[src/rtl/bus_rr_arbiter_bcast.sv]
// Packet bus arbiter/router: grants one agent FIFO, pops its head packet,
// then pushes it to the decoded destination agent(s) or drops it.
module bus_rr_arbiter_bcast #(
  parameter int              DRVRS      = 16,
  parameter int              PCKG_SZ    = 16,
  parameter int              ID_W       = 8,
  parameter logic [ID_W-1:0] BROADCAST  = 8'hFF,
  parameter bit              RR_MODE    = 1'b1,
  parameter bit              BCAST_SELF = 1'b0,
  parameter int              CNT_W      = 16
) (
  input  logic                     clk,
  input  logic                     reset,
  input  logic [DRVRS-1:0]         pndng,
  input  logic [DRVRS*PCKG_SZ-1:0] D_pop,
  output logic [DRVRS-1:0]         pop,
  output logic [DRVRS-1:0]         push,
  output logic [PCKG_SZ-1:0]       D_push,
  output logic                     busy,
  output logic                     err_drop,
  output logic [CNT_W-1:0]         pkt_cnt,
  output logic [CNT_W-1:0]         err_cnt
);

  localparam int GW = (DRVRS > 1) ? $clog2(DRVRS) : 1;
  localparam logic [DRVRS-1:0] ONE = DRVRS'(1);
  localparam logic [ID_W:0] NUM = (ID_W+1)'(DRVRS);

  typedef enum logic [1:0] {IDLE, POP, PUSH} state_t;

  state_t             state;
  logic [GW-1:0]      gnt;
  logic [GW-1:0]      last_gnt;
  logic [GW-1:0]      pick;
  logic               pick_found;
  int                 pick_idx;
  logic [PCKG_SZ-1:0] pkt;
  logic [ID_W-1:0]    dst;

  assign dst  = pkt[PCKG_SZ-1 -: ID_W];
  assign busy = (state != IDLE);

  // Round-robin scans from the agent after the last grant, wrapping.
  always_comb begin
    pick       = '0;
    pick_found = 1'b0;
    pick_idx   = 0;
    if (RR_MODE) begin
      for (int i = 1; i <= DRVRS; i++) begin
        pick_idx = int'(last_gnt) + i;
        if (pick_idx >= DRVRS)
          pick_idx = pick_idx - DRVRS;
        if (!pick_found && pndng[pick_idx]) begin
          pick_found = 1'b1;
          pick       = GW'(pick_idx);
        end
      end
    end else begin
      for (int i = DRVRS - 1; i >= 0; i--)
        if (pndng[i])
          pick = GW'(i);
    end
  end

  always_ff @(posedge clk or posedge reset) begin
    if (reset) begin
      state    <= IDLE;
      gnt      <= '0;
      last_gnt <= GW'(DRVRS - 1);
      pkt      <= '0;
      pop      <= '0;
      push     <= '0;
      D_push   <= '0;
      err_drop <= 1'b0;
      pkt_cnt  <= '0;
      err_cnt  <= '0;
    end else begin
      pop      <= '0;
      push     <= '0;
      err_drop <= 1'b0;
      unique case (state)
        IDLE: begin
          if (|pndng) begin
            gnt   <= pick;
            state <= POP;
          end
        end
        POP: begin
          if (pndng[gnt]) begin
            pop      <= ONE << gnt;
            pkt      <= D_pop[gnt*PCKG_SZ +: PCKG_SZ];
            last_gnt <= gnt;
            state    <= PUSH;
          end else begin
            state <= IDLE;
          end
        end
        PUSH: begin
          D_push <= pkt;
          state  <= IDLE;
          if (dst == BROADCAST) begin
            push    <= BCAST_SELF ? '1 : ~(ONE << gnt);
            pkt_cnt <= pkt_cnt + CNT_W'(1);
          end else if ({1'b0, dst} < NUM) begin
            push    <= ONE << dst;
            pkt_cnt <= pkt_cnt + CNT_W'(1);
          end else begin
            err_drop <= 1'b1;
            err_cnt  <= err_cnt + CNT_W'(1);
          end
        end
        default: state <= IDLE;
      endcase
    end
  end

endmodule
[config.mk]
export PLATFORM = sky130hd
export DESIGN_NAME = bus_rr_arbiter_bcast
export DESIGN_NICKNAME = d
export VERILOG_FILES = /design/src/rtl/bus_rr_arbiter_bcast.sv
export SDC_FILE = /design/constraint.sdc
export NUM_CORES = 1
export LEC_CHECK = 0
export CORE_MARGIN = 5
export CORE_UTILIZATION = 47
export DETAILED_ROUTE_END_ITERATION = 7
export HOLD_SLACK_MARGIN = 0.02
export PLACE_DENSITY = 0.91
export SETUP_SLACK_MARGIN = 0.02
export SYNTH_ARGS = -nofsm -noshare
export SYNTH_HDL_FRONTEND = slang
export SYNTH_SLANG_ARGS = --single-unit
[constraint.sdc]
create_clock -name clk -period 15.1 [get_ports clk]
set_input_delay 3.02 -clock clk [delete_from_list [all_inputs] [get_ports clk]]
set_output_delay 3.02 -clock clk [all_outputs]
set_load 0.05 [all_outputs]
==> results of run 1 <==
synthesized netlist by cell type, drive strengths merged, types with 2 or more instances:
cell type  instances  share of area, %
mux4             111                30
dfrtp            103                31
nand2             63               2.8
mux2              47               6.4
nor2              41               1.9
o21ai             40               2.4
clkbuf            32               1.4
xnor2             30               3.2
a21oi             26               1.6
nand3             23               1.4
mux2i             18               2.2
buf               15              0.96
and3              11              0.83
inv               11              0.50
nand4             11              0.90
nor4              11               1.1
ha                10               1.5
xor2              10               1.1
nor2b              6              0.45
nand3b             5              0.45
nor3               5              0.30
o21a               5              0.45
dfstp              4               1.3
nand2b             4              0.30
o211ai             4              0.36
o311ai             4              0.42
a211oi             3              0.27
a22o               3              0.32
a31oi              3              0.23
and4               3              0.32
nor3b              3              0.27
o31ai              3              0.27
or3                3              0.23
a211o              2              0.32
a221oi             2              0.21
o221ai             2              0.21
o22ai              2              0.15
or3b               2              0.21
or4                2              0.27
flip-flops by register name, summed over array words and instances (netlist names):
name and count:
pop 16, pkt 16, push 16, last_gnt 4
gnt 4, err_cnt 16, D_push 16, pkt_cnt 16
state 2, err_drop 1
power by group through the flow:
stage	clock, uW	sequential (uW)	combinational (uW)
after floorplan	0	528	1220
after global placement	0	518	1730
after detailed placement	0	528	1740
after CTS	247	525	1750
after global routing	260	543	1880
final	247	525	1780
cell families (layout without fill, tap and decap cells):
logic type | after synthesis | count (layout) | share of synthesized area, %
xor gates and xnor gates | 40 | 40 | 4.212
DFF | 107 | 107 | 32.26
and+or+nand+nor | 197 | 197 | 12.07
muxes | 176 | 176 | 38.68
adders and majority gates | 10 | 10 | 1.504
buffers and inverters | 59 | 389 | 2.949
AOI/OAI and AO/OA | 110 | 110 | 8.335
layer usage:
layer  share of wire [%]  GRT usage [%]
met1                  35          41.47
met2                  50          53.41
met3                  12          9.243
met4                 2.7          7.904
met5                0.16              0
cell type report:
| cell class | count | area [um^2] | share of cell area [%] |
|---|---|---|---|
| flip-flops and latches | 107 | 2691 | 21.84 |
| well taps | 225 | 281.5 | 2.284 |
| repair buffers | 361 | 3598 | 29.20 |
| clock inverters | 5 | 63.81 | 0.5178 |
| clock buffers | 11 | 252.7 | 2.051 |
| multi-input cells | 533 | 5389 | 43.73 |
| inverters | 12 | 47.55 | 0.3858 |
layout by cell type, fill, tap and decap left out, drive strengths merged, types with 3 or more instances in the layout:
cell and instances:
nor3 5, o311ai 4, buf 6, o31ai 3, and4 3, mux2i 18, o211ai 4, nand3 23
clkdlybuf4s50 355, xor2 10, xnor2 30, nor3b 3, nand2b 4, o21a 5, nand2 63, a211oi 3
ha 10, nor2b 6, dfrtp 103, o21ai 40, mux4 111, a21oi 26, or3 3, a31oi 3
nand4 11, nand3b 5, nor4 11, and3 11, dfstp 4, nor2 41, a22o 3, inv 14
clkbuf 11, mux2 47
metrics by stage:
stage / util, % / worst slack [ns] / hold slack, ns
floorplan: - / 9.269 / 0.4750
global placement: 69.18 / 8.671 / 0.4621
detailed placement: 69.18 / 8.559 / 0.4758
CTS: 71.01 / 8.912 / 0.4910
global route: 71.01 / 8.744 / 0.4931
finish: 71.01 / 8.891 / 0.4861
path summary, 6_finish.rpt:
path,start,endpoint,cells after the start
max in group asynchronous,reset,gnt[1],3
worst max register to register,last_gnt[1],gnt[1],10
min in group asynchronous,reset,err_cnt[6],2
worst min-delay path,pkt_cnt[15],pkt_cnt[15],1
worst max-delay path,pndng[6],gnt[1],10
worst min register to register,pkt_cnt[15],pkt_cnt[15],1
==> run_results.csv, run 1 <==
group,metric,value,unit
power_and_ir_drop,p_int,1313,uW
detailed_routing,ant_nets,0,
timing,setup_tns,0,ns
setup_path,required,15.32,ns
cells_and_area,final_area,0.01232,mm^2
power_and_ir_drop,cellPowerDensity,206.8,mW/mm^2
timing,finalClockSkew,0.01096,ns
clocking,root_buffer,"clkbuf_16",
global_route,grt_max_degree,64,
setup_path,crit_path_max_fanout,10,
clocking,cts_buffers,9,
yosys,syn-num-nets,983,
timing,hold_violations,0,
timing,setup_viol,0,
setup_path,path_buf_inv,1,
global_route,grt_pass1_vias,8146,
clocking,cts.sinks,107,
setup_path,critPathKind,"input port to flop",
die,die_h,143.0,um
clocking,cts_resized,0,
cells_and_area,diodes,0,
clocking,cts_setup_buffers,0,
timing,fin_crit_sh,41.12,%
clocking,cts_hold_buf,0,
power_and_ir_drop,p_sw_share,48.48,%
die,rows,48,
detailed_routing,wl,33500,um
die,die-area,0.02046,mm^2
power_and_ir_drop,combPwrFrac,69.7,%
power_and_ir_drop,power.share.clock,9.7,%
place,dp_hpwl,27190,um
setup_path,worstPathArrival,6.42,ns
die,io_pins,356,
power_and_ir_drop,seqPwrFrac,20.6,%
power_and_ir_drop,power,2549,uW
place,buffer_ports.inserted,355,
clocking,clk_path_buf_depth,2,
yosys,synth.distinct_cells,67,
clocking,cts_tree,"built",
yosys,postSynthCellCount,699,
timing,period_minus_slack,6.209,ns
yosys,ys_seq_area_share,32.26,%
cells_and_area,layout.nets,1308,
clocking,clk_latency,0.35,ns
cells_and_area,finalNonFillerCells,1254,
yosys,synth-edff-count,0,
global_route,antenna_found_initial,5,
global_route,grt_usage,32.00,%
die,coreArea,0.01736,mm^2
power_and_ir_drop,power_switching,1236,uW
yosys,ys.flop_type,"dfrtp_1",
clocking,clkTransAtPathRegs,0.07,ns
flow_run,max-cap-violations,0,
setup_path,cp_common_cell,"mux2_2",
yosys,syn_area_per_cell,11.90,um^2
global_route,grt_pass1_wl,49470,um
timing,fmax,161.1,MHz
detailed_routing,routedWlPerCell,26.71,um
worst_hold_path,hold_path.class,"flop to flop",
power_and_ir_drop,leakage,0.004683,uW
yosys,ys_ff_latch,107,
die,fp.dieW,143.0,um
yosys,synthArstFlopShare,100.0,%
setup_path,critPathSlowestCell,"mux4_1",
power_and_ir_drop,vdd_drop_max,0.1224,mV
die,start_util,47.92,%
cells_and_area,fill_cells,1175,
detailed_routing,vias,7990,
setup_path,cp_top_family,"multiplexers",
place,place_congestion,1.002,
outcome,outcome,"finished, final reports clean",
detailed_routing,dr.pass1.iters,5,
clocking,htree_levels,3,
place,placed_area,0.01201,mm^2
setup_path,start_kind,"input port",
setup_path,crit_chain,"clkdlybuf4s50_1 -> mux4_1 -> mux2_2 -> mux2_2 -> nor4_1 -> nand4_2 -> or4_4 -> a2bb2oi_1 -> mux2i_1 -> a31oi_1",
global_route,gr-total-overflow,0,
cells_and_area,syn2layout_area_growth,48.19,%
timing,drv_slew,0,
timing,rsz0062_at_grt,"false",
setup_path,crit_path_max_incr_delay,0.64,ns
cells_and_area,drive_above_1_share,19.34,%
yosys,yosys_warnings,0,
yosys,syn_area,0.008317,mm^2
detailed_routing,drc,0,
detailed_routing,viasPerCell,6.372,
timing,slew_headroom,36.29,%
setup_path,end_kind,"flop",
place,placed_cells,1238,
detailed_routing,drt_iter0_markers,1077,
timing,worst_slew_pin_slew,0.9488,ns
setup_path,rrSetupSlack,10.07,ns
No activity file was read; power rests on OpenSTA's default activity.
==> run 2: changes to the inputs <==
Settings changed: CORE_UTILIZATION 47 to 44, PLACE_DENSITY 0.91 to 0.86.
Clock period 15.1 ns to 6.36 ns, I/O delays scaled along.
==> run 2 against run 1 <==
Routed wire length is 2.2% lower. Via count is 2.2% lower. First-iteration DRC count is 39% lower. Final area increased by 0.21%. Worst setup slack worse by 7.2 ns.
==> run_results.csv, run 2 (synthesized netlist as in run 1, its figures left out) <==
group,metric,value,unit
place,dp_slack,1.628,ns
clocking,clk_path_buf_depth,2,
die,rows,50,
timing,slew_headroom,33.42,%
power_and_ir_drop,seqPwrFrac,18.5,%
clocking,cts_buffers,9,
timing,setup_slack,1.729,ns
timing,fmax,215.9,MHz
power_and_ir_drop,power.share.clock,9.2,%
place,placed_area,0.01206,mm^2
setup_path,cp_common_cell,"mux4_2",
setup_path,worstPathArrival,4.86,ns
power_and_ir_drop,combPwrFrac,72.3,%
die,die-area,0.02175,mm^2
timing,hold_violations,0,
setup_path,critPathSlowestCell,"ha_1",
power_and_ir_drop,power_switching,2893,uW
global_route,grt_pass1_wl,48560,um
die,start_util,44.61,%
timing,rsz0062_at_grt,"false",
detailed_routing,drt_iter0_markers,652,
detailed_routing,dr.pass1.iters,6,
setup_path,crit_path_max_fanout,22,
timing,worst_slew_pin_slew,0.9915,ns
clocking,cts_hold_buf,0,
setup_path,end_kind,"flop",
detailed_routing,routedWlPerCell,25.83,um
power_and_ir_drop,leakage,0.004695,uW
timing,finalClockSkew,0.006881,ns
global_route,grt_max_degree,66,
setup_path,crit_path_max_incr_delay,0.77,ns
timing,setup_viol,0,
detailed_routing,vias,7814,
cells_and_area,layout.nets,1313,
cells_and_area,syn2layout_area_growth,48.50,%
power_and_ir_drop,vdd_drop_max,0.3134,mV
global_route,grt_pass1_vias,8011,
cells_and_area,drive_above_1_share,19.55,%
timing,setup_tns,0,ns
clocking,htree_levels,3,
power_and_ir_drop,p_sw_share,48.05,%
die,io_pins,356,
outcome,outcome,"finished, final reports clean",
die,die_h,147.5,um
place,dp_hpwl,26920,um
clocking,cts_tree,"built",
global_route,antenna_found_initial,6,
setup_path,critPathKind,"flop to flop",
clocking,clkTransAtPathRegs,0.07,ns
flow_run,max-cap-violations,0,
worst_hold_path,hold_path.class,"flop to flop",
setup_path,start_kind,"flop",
setup_path,required,6.59,ns
cells_and_area,final_cell_mix,"clkdlybuf4s50_1 (355), mux4_2 (110), dfrtp_1 (100), nand2_1 (63), mux2_2 (46)",
clocking,cts_resized,0,
detailed_routing,drc,0,
clocking,root_buffer,"clkbuf_16",
global_route,gr-total-overflow,0,
place,buffer_ports.inserted,355,
timing,period_minus_slack,4.631,ns
place,place_congestion,1.004,
detailed_routing,wl,32750,um
clocking,clk_latency,0.35,ns
clocking,cts.sinks,107,
cells_and_area,final_area,0.01235,mm^2
detailed_routing,viasPerCell,6.162,
global_route,grt_usage,29.47,%
timing,fin_crit_sh,72.81,%
setup_path,crit_chain,"buf_4 -> inv_2 -> ha_1 -> mux4_2 -> mux4_2 -> nor4_1 -> nand4_2 -> or4_4 -> a2bb2oi_1 -> mux2i_1 -> a31oi_1",
detailed_routing,ant_nets,0,
cells_and_area,final_common_cell,"clkdlybuf4s50_1",
power_and_ir_drop,cellPowerDensity,487.4,mW/mm^2
power_and_ir_drop,p_int,3127,uW
clocking,cts_setup_buffers,0,
die,fp.dieW,147.5,um
timing,drv_slew,0,
die,coreArea,0.01864,mm^2
run 2: cell types whose count changed in the layout (fill, tap and decap cells not counted), sizes merged:
cell / change
buf: +5
diode: +1
inv: -2
clkinv: +1
run 2: routing by layer:
layer	global-route usage (%)	share of wire, %
met4	9.832	3.2
met5	0	0.13
met1	37.43	38
met2	47.03	46
met3	10.94	13
run 2: worst paths after layout:
kind	slack [ns]	to	start	cells after the start
setup / recovery	1.73	gnt[1]	last_gnt[0]	11
hold / removal	0.47	pkt_cnt[15]	pkt_cnt[15]	1
setup reg to reg	1.73	gnt[1]	last_gnt[0]	11
hold reg to reg	0.47	pkt_cnt[15]	pkt_cnt[15]	1
max in group asynchronous	3.83	gnt[0]	reset	3
min in group asynchronous	1.38	err_cnt[8]	reset	2
run 2: cell type report:
cell class                      count  area [um^2]
Antenna cell                        1        2.502
Clock buffer                       11        242.7
Clock inverter                      4        48.80
Fill cell                        1363         6292
Inverter                           12        47.55
Multi-Input combinational cell    533         5389
Sequential cell                   107         2691
Tap cell                          234        292.8
Timing Repair Buffer              366         3636
run 2: metrics by stage:
| stage | hold WS (ns) | instances | util, % | total power, uW |
|---|---|---|---|---|
| floorplan | 0.4750 | 699 | - | 4155 |
| global placement | 0.4626 | 1252 | 64.67 | 5425 |
| detailed placement | 0.4648 | 1252 | 64.67 | 5421 |
| CTS | 0.4765 | 1267 | 66.23 | 5989 |
| global route | 0.5184 | 1267 | 66.23 | 6379 |
| finish | 0.4737 | 1268 | 66.25 | 6020 |
run 2: power by group through the flow:
stage / Sequential, uW / Clock, uW / Combinational (uW)
after floorplan: 1250 / 0 / 2900
after global placement: 1110 / 0 / 4310
after detailed placement: 1120 / 0 / 4300
after CTS: 1110 / 564 / 4320
after global routing: 1140 / 591 / 4640
final: 1110 / 556 / 4350
run 2: critical path, delay by kind of cell, from the launching register on:
kind | cells | cell delay (ns)
simple gates | 3 | 1.25
mux | 3 | 1.24
fa+ha+maj | 1 | 0.77
compound gates | 2 | 0.20
flops | 1 | 0.52
buf+inv | 2 | 0.51
